--- config.mk ---
export PLATFORM = sky130hd
export DESIGN_NAME = sram_sp_arbiter
export DESIGN_NICKNAME = d
export VERILOG_FILES = /design/src/rtl/sram_sp_arbiter.sv
export SDC_FILE = /design/constraint.sdc
export NUM_CORES = 1
export LEC_CHECK = 0
export CORE_AREA = 4 4 95 97
export DETAILED_ROUTE_END_ITERATION = 6
export DIE_AREA = 0 0 99 101
export DONT_BUFFER_PORTS = 1
export SYNTH_ARGS = -nofsm -noshare
export SYNTH_HDL_FRONTEND = slang
export SYNTH_SLANG_ARGS = --single-unit
--- constraint.sdc ---
create_clock -name clk_i -period 1.6 [get_ports clk_i]
set_clock_uncertainty 0.15 [all_clocks]
set_input_delay 0.32 -clock clk_i [delete_from_list [all_inputs] [get_ports clk_i]]
set_output_delay 0.32 -clock clk_i [all_outputs]
set_load 0.03 [all_outputs]
--- src/rtl/sram_sp_arbiter.sv ---
// Shares one single-port byte-enable SRAM (1-cycle read latency) between instruction and data buses.
// Grant is combinational with 0-cycle latency, and read data returns 1 cycle later. A losing port sees ready low and must hold its request.
module sram_sp_arbiter #(
  parameter int DATA_W = 32,
  parameter int ADDR_W = 13,
  parameter int PRIO   = 0
) (
  input  logic                clk_i,
  input  logic                rst_i,
  input  logic                i_avalid_i,
  input  logic [ADDR_W-1:0]   i_addr_i,
  input  logic [DATA_W-1:0]   i_wdata_i,
  input  logic [DATA_W/8-1:0] i_wstrb_i,
  output logic [DATA_W-1:0]   i_rdata_o,
  output logic                i_rvalid_o,
  output logic                i_ready_o,
  input  logic                d_avalid_i,
  input  logic [ADDR_W-1:0]   d_addr_i,
  input  logic [DATA_W-1:0]   d_wdata_i,
  input  logic [DATA_W/8-1:0] d_wstrb_i,
  output logic [DATA_W-1:0]   d_rdata_o,
  output logic                d_rvalid_o,
  output logic                d_ready_o,
  output logic                m_en_o,
  output logic [ADDR_W-1:0]   m_addr_o,
  output logic [DATA_W/8-1:0] m_we_o,
  output logic [DATA_W-1:0]   m_din_o,
  input  logic [DATA_W-1:0]   m_dout_i
);

  localparam logic GNT_I = 1'b0;
  localparam logic GNT_D = 1'b1;

  logic last_grant;
  logic gnt_i;
  logic gnt_d;
  logic pend_i;
  logic pend_d;

  always_comb begin
    gnt_i = 1'b0;
    gnt_d = 1'b0;
    if (i_avalid_i && d_avalid_i) begin
      if (PRIO == 1) begin
        gnt_i = 1'b1;
      end else if (PRIO == 2) begin
        gnt_d = 1'b1;
      end else if (last_grant == GNT_D) begin
        gnt_i = 1'b1;
      end else begin
        gnt_d = 1'b1;
      end
    end else begin
      gnt_i = i_avalid_i;
      gnt_d = d_avalid_i;
    end
  end

  // A port is only blocked when the other one owns the SRAM this cycle.
  assign i_ready_o = ~gnt_d;
  assign d_ready_o = ~gnt_i;

  assign m_en_o   = gnt_i | gnt_d;
  assign m_addr_o = gnt_d ? d_addr_i  : i_addr_i;
  assign m_din_o  = gnt_d ? d_wdata_i : i_wdata_i;
  assign m_we_o   = gnt_i ? i_wstrb_i : (gnt_d ? d_wstrb_i : '0);

  always_ff @(posedge clk_i) begin
    if (rst_i) begin
      last_grant <= GNT_D;
      pend_i     <= 1'b0;
      pend_d     <= 1'b0;
    end else begin
      if (m_en_o) begin
        last_grant <= gnt_d ? GNT_D : GNT_I;
      end
      pend_i <= gnt_i & ~(|i_wstrb_i);
      pend_d <= gnt_d & ~(|d_wstrb_i);
    end
  end

  // The SRAM output is shared; the registered pending flag says whose data it is.
  assign i_rvalid_o = pend_i;
  assign d_rvalid_o = pend_d;
  assign i_rdata_o  = m_dout_i;
  assign d_rdata_o  = m_dout_i;

endmodule

==> impl_summary.md, run 1 <==
Setup path
The required time of the worst setup path is between 1 and 1.5 ns. The sort of element at the end of the critical path is a primary output. For flop-to-flop paths, the worst setup slack is 0.53 ns. The data arrival at the endpoint of the critical path is ~1.4 ns. Along the worst path, the maximum fanout reaches 26. The critical path in this run is classified as register to primary output. STA classifies the critical path startpoint as a register.

Power and ir drop
The total chip power is ~870 uW. The internal power consumption is between 400 and 500 uW. IR analysis of the VDD net gives a maximum drop of ~370 uV. The share of total power dissipated in combinational logic is 0.655. The share of total power dissipated in sequential elements is 0.092.

The clock power share is 0.253. The switching power as a share of total power is 0.463. The leakage power of the design is approximately 0.57 nW. In this run the power spent charging and discharging nets is approximately 400 uW. Dividing total power by cell area gives a power density of roughly 730 nW/um^2.

Clock network
The clock tree root driver cell is sky130_fd_sc_hd__clkbuf_8. The clock latency of the later-clocked register in the worst-skew pair is 0.21 ns. The count of clock tree sinks is 3. In this run, CTS created clock tree buffers numbering 3. The clock transition time at the flip-flop clock pins of the worst setup and hold paths is ~0.03 ns.

In this run the number of H-tree levels came out at 1. Counting along the longest clock path gives a buffer depth of 2. The setup fix buffers added after clock tree synthesis is 0. TritonCTS built the clock tree.

The post-cts hold buffer count is 0.

Global routing
The via count of the first global-routing pass was approximately 800. Entering global routing, the biggest net connects 27 pins. The initial antenna violation count was 0. The total global routing track utilization is 0.0699. The first global-routing pass estimated a little over 5000 um of wire. The total grt overflow is 0.

Synth
Summing every instance area after synthesis gives 1470 um^2. By area the synthesized netlist is led by sky130_fd_sc_hd__mux2_4 (45%), sky130_fd_sc_hd__buf_4 (33%), sky130_fd_sc_hd__buf_12 (6.8%). Counting flops with an async set or reset pin after synthesis yields a share of 0. Summed over all instances, the cell type with the most area after synthesis is sky130_fd_sc_hd__mux2_4.

The number of register bits inferred by synthesis is 3. The number of different library cells used by synthesis comes to 17. For this run, the register share of the synthesized area comes to 0.0408.

The number of synthesized flops with an enable pin is 0. Synthesis handed over a netlist of 142 instances. The commonest cells after synthesis are sky130_fd_sc_hd__buf_4 (64), sky130_fd_sc_hd__mux2_4 (44), sky130_fd_sc_hd__inv_1 (6), sky130_fd_sc_hd__o21ai_0 (6), sky130_fd_sc_hd__buf_12 (5).

The most frequent cell after synthesis is sky130_fd_sc_hd__buf_4. The share of synthesized area in the top cell type comes to 0.449. The net count after synthesis is about 280. In the synthesized netlist the dominant register cell turns out to be sky130_fd_sc_hd__dfxtp_1. The average footprint of a synthesized cell is roughly 10 um^2. The total of warnings raised by yosys is 0.

Die
The die covers between 9000 and 10000 um^2. The total area inside the core boundary comes to just over 8000 um^2. The die is 101 um tall. The number of standard-cell rows in the floorplan is 33.

During I/O placement, the number of pins put on the boundary was between 200 and 300. The horizontal extent of the die is 99 um. The initial core utilization is 0.181.

STA
The hold violation total from the final report is 0. In the finished design, the share of the clock period the worst path needs comes to 1.16. The total count of max-transition violations in the final report is 0.

The actual transition at the worst max-transition pin is 0.414 ns. Setup repair after global routing could not meet its margin everywhere. Setup violations remaining at the end of the flow were counted as 50. The top achievable clock speed is 539 MHz.

The smallest clock period supported by the final layout is computed as 1.86 ns. In the final timing run, aggregate negative setup slack is -10.79 ns. Headroom to the max-slew limit came out at 0.722. The least setup slack across all paths after layout is -0.256 ns.

Drt
The via count of the routed design is between 700 and 800. After detailed routing, the number of remaining DRC violations is 0. The count of nets left with antenna violations once routing finished came out at 0.

After the first detailed-routing iteration, the DRC count stood at 23. After detailed routing, the average wire length per cell comes to ~23 um. The detailed-route vias per instance is a little under 4. The pre-antenna-repair detailed-routing pass consisted of 4 iterations.

The post-detailed-routing wire length is roughly 4200 um.

Flow run
The max-capacitance violation count is 0.

Layout
Of the cells placed in the final design, the portion with a size suffix greater than 1 is 0.744. The utilization after layout is 0.148. The count of nets after finishing is about 220. The flip-flop and latch area is slightly above 60 um^2. The multi-input combinational cells in the finished layout cover a total of between 800 and 900 um^2. The final non-filler cell area is ~1200 um^2. The synthesis-to-layout area growth is -18.4%.

The layout filler cell count is approximately 900. The antenna cell count is 0.

Min path
The path class of the tightest hold or removal check is primary input to register.

Placement
The final weighted congestion in routability-driven placement is ~0.73. Input and output buffers added on the ports amount to 0. The sum of net half-perimeters after detailed placement is ~3700 um. After detailed placement, the total cell area comes to ~1200 um^2.

Status
The run finished, with violations left. The final reports fail on setup timing.
[area by class of cell]
cell class | count | share of cell area
inverters | 6 | 0.0188
flip-flops and latches | 3 | 0.0510
well taps | 105 | 0.109
repair buffers | 6 | 0.0688
multi-input cells | 63 | 0.715
clock buffers | 4 | 0.0375
[power groups by stage]
stage               Combinational, mW  Clock [mW]  Sequential, mW
CTS                             0.578       0.226          0.0805
finish                          0.571       0.220          0.0805
detailed placement              0.574           0          0.0810
global placement                0.568           0          0.0814
floorplan                       0.843           0          0.0811
global route                    0.589       0.233          0.0806
[placed cells by master, fill, tap and decap left out, drive strengths merged]
cell type / instances
and2: 1
mux2: 45
or4: 1
nor2: 1
or2: 1
nor3: 1
clkbuf: 4
nor4: 1
o2111a: 1
mux2i: 4
dfxtp: 3
inv: 6
o21ai: 6
a21bo: 1
buf: 6
[routing by layer]
layer | GRT usage | vias up | wire [um]
li1 | - | 296 | -
met4 | 0.0315 | 0 | 39
met5 | 0 | - | 0
met3 | 0.0277 | 6 | 696
met2 | 0.134 | 99 | 2270
met1 | 0.0644 | 329 | 1220
[critical path: stages, from the launching register on]
cell and delay [ns]:
sky130_fd_sc_hd__dfxtp_2 0.33, sky130_fd_sc_hd__a21bo_4 0.20, sky130_fd_sc_hd__buf_12 0.24, sky130_fd_sc_hd__mux2_4 0.38
[flip-flops by register name, indices dropped and copies added (netlist names)]
| name | count |
|---|---|
| d_rvalid_o | 1 |
| last_grant | 1 |
| i_rvalid_o | 1 |
[cell families after synthesis]
logic type,share of synthesized area
buffers and inverters,0.417
AND/OR/NAND/NOR,0.0238
flip-flops,0.0408
multiplexers,0.483
AO/OA/AOI/OAI,0.0348
[stage by stage]
| stage | setup slack (ns) | hold WS (ns) | instances |
|---|---|---|---|
| finish | -0.256 | 0.0517 | 187 |
| detailed placement | -0.0698 | 0.284 | 183 |
| floorplan | -0.0549 | 0.247 | 142 |
| global placement | -0.0591 | 0.283 | 183 |
| global route | -0.291 | 0.0662 | 187 |
| CTS | -0.263 | 0.0620 | 187 |
[worst paths after layout]
path	to	from	depth (start not counted)
worst max-delay path	m_din_o[3]	last_grant$_SDFFE_PP1P_	3
worst min-delay path	d_rvalid_o$_SDFF_PP0_	rst_i	1
worst max register to register	d_rvalid_o$_SDFF_PP0_	last_grant$_SDFFE_PP1P_	2
worst min register to register	last_grant$_SDFFE_PP1P_	last_grant$_SDFFE_PP1P_	3
[repair_timing]
| item | CTS | global route |
|---|---|---|
| resized for setup | 3 | 0 |
| endpoints found under the setup margin | 51 | 50 |
| pin swaps | 0 | 0 |
Power figures use the tool's default switching activity.
==> run 2, diff against run 1 <==
CAP_MARGIN = 20   (was unset)
clock period = 2.4 ns   (was 1.6 ns; I/O delays follow)
==> impl_summary.md, run 2 (synthesized netlist as in run 1, its figures left out) <==
STA
The hold violation total from the final report is 0. Headroom to the max-slew limit came out at 0.783. The least setup slack across all paths after layout is 0.232 ns. The total count of max-transition violations in the final report came to 0. The final total negative setup slack is 0 ns. At the pin with the least slew margin, the transition time is 0.323 ns. Setup repair after global routing left no endpoint under its margin. The top achievable clock speed is roughly 460 MHz.

Setup violations remaining at the end of the flow were counted as 0. The worst path in the final design needs a cycle of about 2.2 ns, including I/O delays and setup. Of the available clock period, the critical path in the final layout requires 0.904.

Drt
For this run, design rule violations remaining after detail routing come to 0. The detailed-route vias per instance is 3.99. The detail route stage leaves a number of antenna-violating nets equal to 0. The via count of the routed design is between 700 and 800. For this block, the initial DRC count from the detailed router was 6.

The post-detailed-routing wire length is roughly 3800 um. The first detailed-routing pass ran for 3 iterations. The routed length per instance is 20.4 um.

Global routing
The initial antenna violation count is 0. The via count of the first global-routing pass was 857. The total grt overflow is 0.

The maximum number of pins on one net before global-route repair is 40. Across every metal layer, demand over resource in global routing totals 0.0617. The global-route wire length before repair is between 4000 and 5000 um.

Clock network
After clock tree synthesis, the flow added hold-fix buffers numbering 0. The TritonCTS clock tree is done. The clock latency of the later-clocked register in the worst-skew pair is 0.22 ns. The maximum root-to-sink buffer count is 2. In this run the number of H-tree levels came out at 1. The clock tree root driver cell is sky130_fd_sc_hd__clkbuf_8. The clock transition time at the flip-flop clock pins of the worst setup and hold paths is roughly 0.03 ns.

Gates resized during post-CTS repair numbered 0. In this run, CTS created clock tree buffers numbering 3. The setup fix buffers added after clock tree synthesis is 0. The count of clock tree sinks is 3.

Layout
Once layout is complete, the utilization of the core stands at 0.139. The final cell count without fillers is 188. In the final layout, the share of cells above drive strength 1 is 0.687. The count of nets after finishing is about 220. The synthesis-to-layout area growth is -23.4%. Leaving out fill and tap cells, the most frequent cell in the layout is sky130_fd_sc_hd__mux2_4.

Leaving out fill and tap cells, the most frequent cells in the layout are sky130_fd_sc_hd__mux2_4 (44), sky130_fd_sc_hd__inv_1 (6), sky130_fd_sc_hd__o21ai_0 (6), sky130_fd_sc_hd__buf_4 (6), sky130_fd_sc_hd__mux2i_1 (4). The repair_antennas step left the layout with diodes totalling 0.

Setup path
The startpoint identified for the worst register-to-register timing path is last_grant$_SDFFE_PP1P_. The required time of the worst setup path is 1.77 ns. The slowest stage of the critical path belongs to the cell sky130_fd_sc_hd__mux2_2. The capturing element of the worst setup path is m_din_o[31].

The cell count of the worst reg-to-reg path is 3. The worst register-to-register path has a setup slack of 1.20 ns. The critical path is of the register to primary output type. STA classifies the critical path startpoint as a register.

The endpoint identified for the worst register-to-register timing path is d_rvalid_o$_SDFF_PP0_. For this run, the slowest stage of the critical path takes between 0.4 and 0.5 ns. The critical-path maximum fanout is 39. The critical path goes through a21bo_4 > buf_12 > mux2_2. The data arrival at the endpoint of the critical path is approximately 1.5 ns. The launching element of the worst setup path is last_grant$_SDFFE_PP1P_. The sort of element at the end of the critical path is a primary output.

Die
The number of standard-cell rows in the floorplan is 33. The chip height is ~100 um. The core region is between 8000 and 9000 um^2. The total die area is roughly 10000 um^2. The die is about 99 um wide. between 200 and 300 I/O pins were placed. For this configuration, the core starts out at a cell density of 0.181.

Status
The flow ran to the end, and the final reports show no timing, DRC or antenna violations.

Power and ir drop
Of the total power, the clock network draws 0.263. The net switching power is ~260 uW. Internal power comes to 300 uW. For this design the static power due to leakage is 0.563 nW. The peak supply drop is roughly 430 uV.

Dividing total power by cell area gives a power density of 500 nW/um^2. The switching power as a share of total power is 0.468. The total chip power is 564 uW. Of the total power, combinational logic draws 0.641.

The share of total power dissipated in sequential elements is 0.096.

Placement
The sum of net half-perimeters after detailed placement is around 3400 um. The instance count after placement with tap cells included is between 150 and 200. The final weighted congestion in routability-driven placement is 0.626.

Before CTS, the worst setup slack after placement is between 0.3 and 0.4 ns. The count of buffers from port buffering is 0.

Min path
The min-delay analysis places its worst path in the category primary input to register.

Flow run
The tool flagged a number of max-cap violations equal to 0.
## run 2: cell count changes in the layout (fill, tap and decap cells not counted), moves of 2 or more
cell | previous run | this run
sky130_fd_sc_hd__buf_4 | 3 | 6
sky130_fd_sc_hd__mux2i_4 | 4 | 0
sky130_fd_sc_hd__mux2i_1 | 0 | 4
sky130_fd_sc_hd__buf_12 | 3 | 1
## run 2: stage by stage
stage	cell area, um^2	hold WS (ns)
global placement	1080	0.393
CTS	1130	0.188
detailed placement	1080	0.406
finish	1130	0.189
floorplan	1470	0.363
global route	1130	0.191
## run 2: area by class of cell
type | instances | area, um^2
fill | 906 | 7010
multi-input combinational | 63 | 805
tap | 105 | 131
timing repair buffer | 7 | 65.1
sequential | 3 | 60.1
clock buffer | 4 | 45.0
inverter | 6 | 22.5
## run 2: worst min-delay path by stage
stage,slack [ns],from,to,depth (start not counted)
finish,0.19,rst_i,d_rvalid_o$_SDFF_PP0_,1
CTS,0.19,rst_i,d_rvalid_o$_SDFF_PP0_,1
floorplan,0.36,last_grant$_SDFFE_PP1P_,last_grant$_SDFFE_PP1P_,2
global route,0.19,rst_i,d_rvalid_o$_SDFF_PP0_,1
detailed placement,0.41,last_grant$_SDFFE_PP1P_,last_grant$_SDFFE_PP1P_,2
global placement,0.39,last_grant$_SDFFE_PP1P_,last_grant$_SDFFE_PP1P_,2
## run 2: worst max-delay path, delay by kind of cell, from the launching register on
kind	cells	cell delay (ns)
DFF	1	0.38
buffers and inverters	1	0.24
muxes	1	0.47
AOI/OAI and AO/OA	1	0.16
## run 2: power groups by stage
stage / registers [mW] / clock network [mW] / logic, mW
after floorplan: 0.0541 / 0 / 0.546
after global placement: 0.0546 / 0 / 0.367
after detailed placement: 0.0546 / 0 / 0.368
after CTS: 0.0540 / 0.151 / 0.370
after global routing: 0.0541 / 0.160 / 0.375
final: 0.0540 / 0.149 / 0.361
## run 2: layer usage
metal,routed length [um],vias to the layer above,global-route usage
met5,0,-,0
li1,-,295,-
met4,91,0,0.0326
met3,729,22,0.0180
met1,941,322,0.0486
met2,2080,112,0.131
==> run 3, diff against run 2 <==
GPL_TIMING_DRIVEN = 1   (was unset)
==> results of run 3 <==
Same layout as run 2: the final DEF is identical, and so are final timing and power.
